`src/rtl/pe_arb_pkg.sv`:
```
// pe_arb_pkg: shared state encodings, source ids and helpers for the
// PE operand arbiter.
package pe_arb_pkg;

  // Arbiter lock states
  typedef enum logic [1:0] {
    ST_IDLE   = 2'd0,
    ST_LOCK_A = 2'd1,
    ST_LOCK_B = 2'd2
  } state_t;

  // Requester identifiers, also used directly as the mux select value
  localparam logic SRC_A = 1'b0;
  localparam logic SRC_B = 1'b1;

  // Width of the optional per-requester grant counters
  localparam int STATS_W = 16;

  // The requester that is not src; used to hand priority over on release
  function automatic logic other_src(input logic src);
    return ~src;
  endfunction

  // Lock state that corresponds to a given requester
  function automatic state_t lock_state(input logic src);
    return (src == SRC_B) ? ST_LOCK_B : ST_LOCK_A;
  endfunction

endpackage

```
`src/rtl/pe_operand_arbiter_mux32.sv`:
```
// mux32: two-input word selector used as the operand datapath of the
// arbiter. switch=0 passes in0, switch=1 passes in1.
module mux32 #(
  parameter int WIDTH = 32
) (
  input  logic [WIDTH-1:0] in0,
  input  logic [WIDTH-1:0] in1,
  input  logic             switch,
  output logic [WIDTH-1:0] dout
);

  // Pure combinational word select
  always_comb begin
    dout = switch ? in1 : in0;
  end

endmodule

```
`src/rtl/pe_operand_arbiter.sv`:
```
// pe_operand_arbiter: round-robin arbiter sharing one PE operand input
// between requesters A and B. A grant is locked for a burst until the
// source flags last, the burst reaches MAX_BURST beats, or the locked
// requester stalls for STALL_TIMEOUT cycles. The selected word is
// registered into a single full-throughput output stage.
// Optional build macro PE_ARB_STATS_EN adds saturating per-requester
// grant counters (a_grant_cnt, b_grant_cnt).
module pe_operand_arbiter
  import pe_arb_pkg::*;
#(
  parameter int DATA_W        = 32,
  parameter int MAX_BURST     = 8,
  parameter int STALL_TIMEOUT = 16
) (
  input  logic              clk,
  input  logic              rst_n,
  input  logic              a_valid,
  input  logic [DATA_W-1:0] a_data,
  input  logic              a_last,
  output logic              a_ready,
  input  logic              b_valid,
  input  logic [DATA_W-1:0] b_data,
  input  logic              b_last,
  output logic              b_ready,
  output logic              sel,
  output logic              out_valid,
  output logic [DATA_W-1:0] out_data,
  output logic              out_src,
  output logic              out_last,
  input  logic              out_ready,
  output logic              busy
`ifdef PE_ARB_STATS_EN
  ,
  output logic [STATS_W-1:0] a_grant_cnt,
  output logic [STATS_W-1:0] b_grant_cnt
`endif
);

  // Counter widths; a minimum of one bit keeps MAX_BURST=1 and
  // STALL_TIMEOUT=1 legal
  localparam int BW = (MAX_BURST > 1) ? $clog2(MAX_BURST) : 1;
  localparam int SW = (STALL_TIMEOUT > 1) ? $clog2(STALL_TIMEOUT) : 1;

  localparam logic [BW-1:0] BEAT_LIMIT  = BW'(MAX_BURST - 1);
  localparam logic [SW-1:0] STALL_LIMIT = SW'(STALL_TIMEOUT - 1);

  state_t          state_q, state_d;
  logic            rr_ptr_q, rr_ptr_d;
  logic [BW-1:0]   beat_q, beat_d;
  logic [SW-1:0]   stall_q, stall_d;
  logic            sel_q;

  logic            gnt_src;
  logic            gnt_any;
  logic            gnt_valid;
  logic            gnt_last;
  logic            load_en;
  logic            beat;
  logic            first_beat;
  logic [DATA_W-1:0] sel_data;

  // Grant decision: locked states own the grant outright; in IDLE the
  // winner is chosen in the same cycle, with the round-robin pointer
  // breaking ties and the previous select held when nobody asks
  always_comb begin
    gnt_src = sel_q;
    gnt_any = 1'b0;
    case (state_q)
      ST_IDLE: begin
        gnt_any = a_valid | b_valid;
        if (a_valid && b_valid) begin
          gnt_src = rr_ptr_q;
        end else if (a_valid) begin
          gnt_src = SRC_A;
        end else if (b_valid) begin
          gnt_src = SRC_B;
        end
      end
      ST_LOCK_A: begin
        gnt_any = 1'b1;
        gnt_src = SRC_A;
      end
      ST_LOCK_B: begin
        gnt_any = 1'b1;
        gnt_src = SRC_B;
      end
      default: begin
        gnt_any = 1'b0;
        gnt_src = sel_q;
      end
    endcase
  end

  // Handshake terms; readies are held low while reset is asserted so the
  // producers see nothing accepted during reset
  always_comb begin
    load_en    = !out_valid || out_ready;
    gnt_valid  = (gnt_src == SRC_B) ? b_valid : a_valid;
    gnt_last   = (gnt_src == SRC_B) ? b_last : a_last;
    a_ready    = rst_n && load_en && gnt_any && (gnt_src == SRC_A);
    b_ready    = rst_n && load_en && gnt_any && (gnt_src == SRC_B);
    beat       = rst_n && load_en && gnt_any && gnt_valid;
    first_beat = beat && (state_q == ST_IDLE);
    sel        = rst_n ? gnt_src : SRC_A;
    busy       = (state_q != ST_IDLE);
  end

  // Word selection through the shared datapath mux
  mux32 #(
    .WIDTH (DATA_W)
  ) u_mux (
    .in0    (a_data),
    .in1    (b_data),
    .switch (sel),
    .dout   (sel_data)
  );

  // Next-state logic: release on last/burst limit after a beat, extend the
  // lock on other beats, and count idle cycles toward a forced release
  always_comb begin
    state_d  = state_q;
    rr_ptr_d = rr_ptr_q;
    beat_d   = beat_q;
    stall_d  = stall_q;
    if (beat) begin
      stall_d = '0;
      if (gnt_last || (beat_q == BEAT_LIMIT)) begin
        state_d  = ST_IDLE;
        rr_ptr_d = other_src(gnt_src);
        beat_d   = '0;
      end else begin
        state_d = lock_state(gnt_src);
        beat_d  = beat_q + BW'(1);
      end
    end else if (state_q != ST_IDLE) begin
      if (stall_q == STALL_LIMIT) begin
        state_d  = ST_IDLE;
        rr_ptr_d = other_src(gnt_src);
        beat_d   = '0;
        stall_d  = '0;
      end else begin
        stall_d = stall_q + SW'(1);
      end
    end
  end

  // Control state register, including the held mux select
  always_ff @(posedge clk or negedge rst_n) begin
    if (!rst_n) begin
      state_q  <= ST_IDLE;
      rr_ptr_q <= SRC_A;
      beat_q   <= '0;
      stall_q  <= '0;
      sel_q    <= SRC_A;
    end else begin
      state_q  <= state_d;
      rr_ptr_q <= rr_ptr_d;
      beat_q   <= beat_d;
      stall_q  <= stall_d;
      sel_q    <= gnt_src;
    end
  end

  // Output stage: load on every beat, drop valid once the PE takes the
  // word, otherwise hold the word stable under backpressure
  always_ff @(posedge clk or negedge rst_n) begin
    if (!rst_n) begin
      out_valid <= 1'b0;
      out_data  <= '0;
      out_src   <= SRC_A;
      out_last  <= 1'b0;
    end else if (beat) begin
      out_valid <= 1'b1;
      out_data  <= sel_data;
      out_src   <= gnt_src;
      out_last  <= gnt_last;
    end else if (out_ready) begin
      out_valid <= 1'b0;
    end
  end

`ifdef PE_ARB_STATS_EN
  // Saturating grant counters, bumped on the opening beat of each grant
  always_ff @(posedge clk or negedge rst_n) begin
    if (!rst_n) begin
      a_grant_cnt <= '0;
      b_grant_cnt <= '0;
    end else if (first_beat) begin
      if ((gnt_src == SRC_A) && (a_grant_cnt != '1)) begin
        a_grant_cnt <= a_grant_cnt + STATS_W'(1);
      end
      if ((gnt_src == SRC_B) && (b_grant_cnt != '1)) begin
        b_grant_cnt <= b_grant_cnt + STATS_W'(1);
      end
    end
  end
`else
  // Opening-beat flag only feeds the optional counters
  logic unused_first_beat;
  always_comb begin
    unused_first_beat = first_beat;
  end
`endif

endmodule
```
`config.mk`:
```
export PLATFORM = sky130hd
export DESIGN_NAME = pe_operand_arbiter
export DESIGN_NICKNAME = d
export VERILOG_FILES = /design/src/rtl/pe_arb_pkg.sv /design/src/rtl/pe_operand_arbiter_mux32.sv /design/src/rtl/pe_operand_arbiter.sv
export SDC_FILE = /design/constraint.sdc
export NUM_CORES = 1
export LEC_CHECK = 0
export CELL_PAD_IN_SITES_DETAIL_PLACEMENT = 1
export CELL_PAD_IN_SITES_GLOBAL_PLACEMENT = 1
export CORE_ASPECT_RATIO = 1.5
export CORE_MARGIN = 2
export CORE_UTILIZATION = 30
export CTS_CLUSTER_SIZE = 28
export DETAILED_ROUTE_END_ITERATION = 10
export PLACE_DENSITY_LB_ADDON = 0.1
export SKIP_LAST_GASP = 1
export SYNTH_ARGS = -nofsm -noshare
export SYNTH_HDL_FRONTEND = slang
export SYNTH_HIERARCHICAL = 1
export SYNTH_SLANG_ARGS = --single-unit
```
`constraint.sdc`:
```
create_clock -name clk -period 2.35 [get_ports clk]
set_input_delay 0.3525 -clock clk [delete_from_list [all_inputs] [get_ports clk]]
set_output_delay 0.3525 -clock clk [all_outputs]
set_load 0.01 [all_outputs]
```
Word level (Yosys, flattened, before mapping)
Cells that the tools add are included.
{ "totals": {"regBits": 46, "in_bits": 71, "elab_cells": 62} }
{ "op_classes": {"n_addsub": 2, "eq_ne": 5, "mux": 27, "bitwise_logic": 2, "n_reduce_logical": 17} }
{ "ops": {"columns": ["op", "count"], "rows": [
  ["$mux W32", 1],
  ["$mux W1", 12],
  ["$mux W3", 4],
  ["$mux W4", 3],
  ["$mux W2", 5],
  ["$reduce_bool A2 Y1", 4],
  ["$logic_and A1 B1 Y1", 6],
  ["$add A4 B1 Y4 const B", 1],
  ["$eq A4 B4 Y1 const B", 1],
  ["$add A3 B1 Y3 const B", 1],
  ["$eq A3 B3 Y1 const B", 1],
  ["$pmux W1 S3", 1],
  ["$reduce_and A3 Y1", 1],
  ["$eq A2 B1 Y1 const B", 1],
  ["$eq A2 B2 Y1 const B", 1],
  ["$logic_not A2 Y1", 1],
  ["$logic_or A1 B1 Y1", 2],
  ["$ne A2 B1 Y1 const B", 1],
  ["$pmux W1 S2", 1],
  ["$reduce_and A2 Y1", 1],
  ["$reduce_or A2 Y1", 1],
  ["$logic_not A1 Y1", 1],
  ["$not A1 Y1", 1],
  ["$or A1 B1 Y1", 1]
]} }

Longest topological paths before layout
{ "logic_depth": {"depth_word": 8, "depth_mapped": 12, "depth_no_buf": 8} }

Hierarchy
Netlist, hierarchy kept.
{ "by_module_without_submodules": {"columns": ["mod", "n_inst", "cells_per_inst", "area_each_um2", "seq_area_each_um2"], "rows": [
  ["pe_operand_arbiter", 1, 150, 1996.9, 1151.1],
  ["mux32", 1, 36, 544.3, 0.0]
]} }

Worst setup path before layout
No wires, ideal clock.
{ "synth_timing": {"kind": "flip-flop to flip-flop", "start": "reg state_q[0]", "end": "reg out_data[10]", "setup_ps": 128, "arrival_ps": 2353, "t_required_ps": 2222, "path_slack_ps": -131, "stages_incl_launch_ff": 13, "n_path_buf": 4, "period_less_slack_ps": 2481, "path_cell_list": "dfrtp_1 inv_1 ha_1 buf_4 nor2b_1 o21ai_1 and3_1 buf_2 nor2_1 buf_6 buf_12 mux2_4 mux2_1"} }
{ "synth_lines": {"columns": ["element", "line", "rtl"], "rows": [
  ["start, declared", "pe_operand_arbiter.sv:47", "state_t state_q, state_d;"],
  ["start signal, assigned", "pe_operand_arbiter.sv:156", "state_q <= state_d;"],
  ["$eq A2 B2 Y1, or another cell as far along", "pe_operand_arbiter.sv:68", "case (state_q)"],
  ["$pmux W1 S3 *", "pe_operand_arbiter.sv:68", null],
  ["$mux W1 *", "pe_operand_arbiter.sv:104", "sel = rst_n ? gnt_src : SRC_A;"],
  ["named net sel", "pe_operand_arbiter.sv:25", "output logic sel,"],
  ["$mux W32 *", "pe_operand_arbiter_mux32.sv:14", "dout = switch ? in1 : in0;"],
  ["named net sel_data[10]", "pe_operand_arbiter.sv:60", "logic [DATA_W-1:0] sel_data;"],
  ["end signal, assigned", "pe_operand_arbiter.sv:174", "out_data <= sel_data;"],
  ["end, declared", "pe_operand_arbiter.sv:27", "output logic [DATA_W-1:0] out_data,"]
]} }
Mark *: on every way through the listed nets, which the timed path passes. The rest lies on a longest branch.
A chain may end at the register's enable or synchronous reset.

Final worst setup path
{ "layout_timing": {"start": "reg state_q[0]", "end": "reg out_data[21]"} }
{ "layout_between": {"elab_chain_len": 5} }
{ "layout_rtl": {"columns": ["element", "line", "rtl"], "rows": [
  ["$eq A2 B2 Y1 / $eq A2 B1 Y1 (equally long branches)", "pe_operand_arbiter.sv:68", null],
  ["$reduce_or A2 Y1 (no source line)", null, null],
  ["$pmux W1 S2", "pe_operand_arbiter.sv:68", null],
  ["$logic_and A1 B1 Y1 (2 in series)", "pe_operand_arbiter.sv:102", "beat = rst_n && load_en && gnt_any && gnt_valid;"]
]} }
Several ways; a longest one is shown, not always the timed one.

==> run metrics <==
Initial Util=just over 30%; pre-CTS setup slack=-0.293 ns; FF-to-FF path depth=10; Sw Pwr=1600 uW; Avg Vias per Cell=4.56; Die Area=0.00924 mm2; WL met1=roughly 2.4 mm; share of power burned in registers=27.7%; GRT Overall Usage=14.8%; Leak=0.00183 uW; RSZ-0062 raised after global routing=true; largest area contributor in the netlist=dfrtp_1; reg-to-reg slack, setup=roughly 0.022 ns; sequential area share after synthesis=a little under half; CP required=between 2 and 3 ns; final wirelength=approximately 6.8 mm; H-tree Lvls=2; CTS buffer count=5; post-synthesis simple-gate area fraction=between 5 and 6%; #FFs+latches synth=46; syn nets=263; number of synthesized flops with an enable pin=0; Slew Limit Headroom=59.7%; crit-path max FO=11; final hold violation count=0; Clock power frac=18.2%; Clock Path Buffers=2; Max Clock Freq=430 MHz; power per cell area=1220 mW/mm2; TritonCTS clock tree=yes; Sw Ratio=31.2%; clock-pin slew on the worst setup and hold paths=0.06 ns; Mapped Cells=186; crit end category=flip-flop; worst slew pin tran=0.605 ns; Die Wd=79.1 um; post-DP HPWL=5.06 mm; placed insts=411; GRT overflow=0; Synth Area in Adders=2.95%; top sig layer=met4; share of layout cells above drive strength 1=between 30% and 40%; period utilization=99.1%; critical setup path kind=flip-flop to flip-flop; Post-route DRC=0; vias=1,969; Die H=117 um; Max Cap Viol=0; largest net degree at the start of global routing=47; post-synth cell types=33; VDD IR max=around 470 uV; largest family of logic cells by synthesized area=multiplexers; post-synthesis cell area=~0.0025 mm2; multiplexer area fraction after synthesis=34.4%; clk_lat worst skew=approximately 0.29 ns; clock root buffer=clkbuf_16; Final min period=2.33 ns; RD Place Congestion=just over 0.7; status=completed; initial antenna violation count=0; Final ANT Viol Nets=0; first drt pass iteration count=4; Synth Flop Type=dfrtp_1; core area=0.00831 mm2; Ys Warns=6; Hold Crit Class=primary input to async pin; complex-gate fraction of the synthesized area=5.76%; worst r2r dst=out_data[21]$_DFFE_PN0P_; Arr. time, crit path=around 2.5 ns; post-synth top area share=approximately 45%; Worst Skew=0.00763 ns; Fin Setup TNS=0 ns; routed len/inst=15.7 um; Non-Filler Instances=432; origin of the critical flop-to-flop path=state_q[0]$_DFFE_PN0P_; Mean Syn Cell Area=13.7 um2; final slew viol count=0; Area growth, synth to finish=65.6%; P_int=about 3500 uW; Comb power frac=54.2%; Met2 Routed Length=about 3.9 mm; Rows=41; vias in the first global route=2,066; number of fill cells=906; Post-synth ARST share=100%; Setup Viol. Count Final=0; number of inserted diodes=0; Final Worst Setup Slack=0.0220 ns; top cells by area, synth=dfrtp_1 45%, mux2_4 18%, mux2_2 9.7%, mux2_1 5.8%, ha_1 3.0%; CP startpoint kind=flip-flop; total I/O pin count=110; nets=401; routed wl met3=317 um; DR iter-0 viols=68; Num Clock Sinks=46; first-pass GRT wire length=10.5 mm; Synth Area in XOR/XNOR=0.345%; Buffers on Ports=109; Layout Utilization=between 50% and 60%
==> cells in the mapped netlist, types with 4 or more instances <==
master,n
dfrtp_1,46
mux2_4,30
mux2_2,22
mux2_1,13
nand2_1,9
inv_1,7
ha_1,6
nor2_1,5
nor2b_1,5
a21oi_1,4
buf_4,4
==> layout by cell type, fill, tap and decap left out, types with 2 or more instances in the layout <==
cell             netlist  routed
clkdlybuf4s50_1        0     104
dfrtp_1               46      46
mux2_4                30      30
buf_4                  4      29
mux2_2                22      22
mux2_1                13      13
nand2_1                9       7
clkbuf_16              0       6
nor2b_1                5       5
inv_1                  7       4
a21oi_1                4       4
nor2_1                 5       4
inv_2                  0       3
ha_1                   6       3
buf_12                 3       3
nand2b_1               2       2
o21ai_2                1       2
and2_1                 2       2
nand2_2                0       2
a31oi_1                2       2
o22ai_1                2       2
mux2i_1                3       2
o2bb2ai_1              2       2
a311oi_1               2       2
o21ai_0                2       2
ha_4                   0       2
bufinv_16              0       2
dlygate4sd2_1          0       2
==> stage by stage <==
step	total power (uW)	instance area (um2)	hold slack (ns)
after global placement	3980	3850	0.467
after floorplan	2820	2550	0.0569
after global routing	5470	4210	0.226
after detailed placement	4030	3850	0.477
after CTS	5110	4130	0.203
final	5130	4210	0.164
==> critical path: stages, from the launching register on <==
cell	delay (ns)
dfrtp_1	0.40
inv_2	0.09
ha_4	0.15
o21ai_2	0.07
a2111oi_4	0.36
buf_4	0.18
nand2_2	0.07
mux2i_4	0.25
buf_4	0.18
buf_12	0.12
mux2_2	0.33
==> state kept, by name, indices dropped and copies added (netlist names) <==
| name | count |
|---|---|
| state_q | 2 |
| out_data | 32 |
| beat_q | 3 |
| out_valid | 1 |
| sel_q | 1 |
| rr_ptr_q | 1 |
| out_last | 1 |
| out_src | 1 |
| stall_q | 4 |
==> routing by layer <==
layer  track usage, %  vias up
met5                0        -
met4             4.14        0
met3             3.79        8
met2             28.0       59
met1             16.1      970
li1                 -      932
==> power groups by stage <==
stage | registers, uW | logic (uW) | clock network (uW)
after floorplan | 1540 | 1280 | 0
after global placement | 1410 | 2570 | 0
after detailed placement | 1430 | 2610 | 0
after CTS | 1420 | 2730 | 958
after global routing | 1480 | 3000 | 986
final | 1420 | 2780 | 932
==> what timing repair did <==
action / CTS / global route
hold buffers: 0 / 0
setup endpoints to repair: 40 / 40
setup buffers: 7 / 5
gates resized for setup: 12 / 8
gates cloned: 0 / 1
pin swaps: 1 / 3
==> worst max path at each step <==
stage                           start                        to  slack, ns
3_3_place_gp                  b_valid      rr_ptr_q$_DFFE_PN0P_      -0.24
2_1_floorplan  state_q[0]$_DFFE_PN0P_      rr_ptr_q$_DFFE_PN0P_      -0.01
6_report       state_q[0]$_DFFE_PN0P_  out_data[21]$_DFFE_PN0P_       0.02
5_1_grt        state_q[0]$_DFFE_PN0P_  out_data[25]$_DFFE_PN0P_      -0.07
4_1_cts        state_q[0]$_DFFE_PN0P_                   b_ready      -0.02
3_5_place_dp                  a_valid      rr_ptr_q$_DFFE_PN0P_      -0.29
==> cell families after synthesis <==
family,Yosys count
muxes,68
buffers and inverters,18
xor gates and xnor gates,1
AOI/OAI and AO/OA,19
and+or+nand+nor,28
adders and majority gates,6
DFF,46
==> final cells by class <==
| type | instances | area (um2) | share of cell area, % |
|---|---|---|---|
| clock buffer | 6 | 139 | 3.30 |
| sequential | 46 | 1150 | 27.4 |
| clock inverter | 2 | 60.1 | 1.43 |
| inverter | 7 | 26.3 | 0.624 |
| timing repair buffer | 142 | 1380 | 32.9 |
| multi-input combinational | 122 | 1310 | 31.2 |
| tap | 107 | 134 | 3.18 |
(Power assumes the default switching activity.)
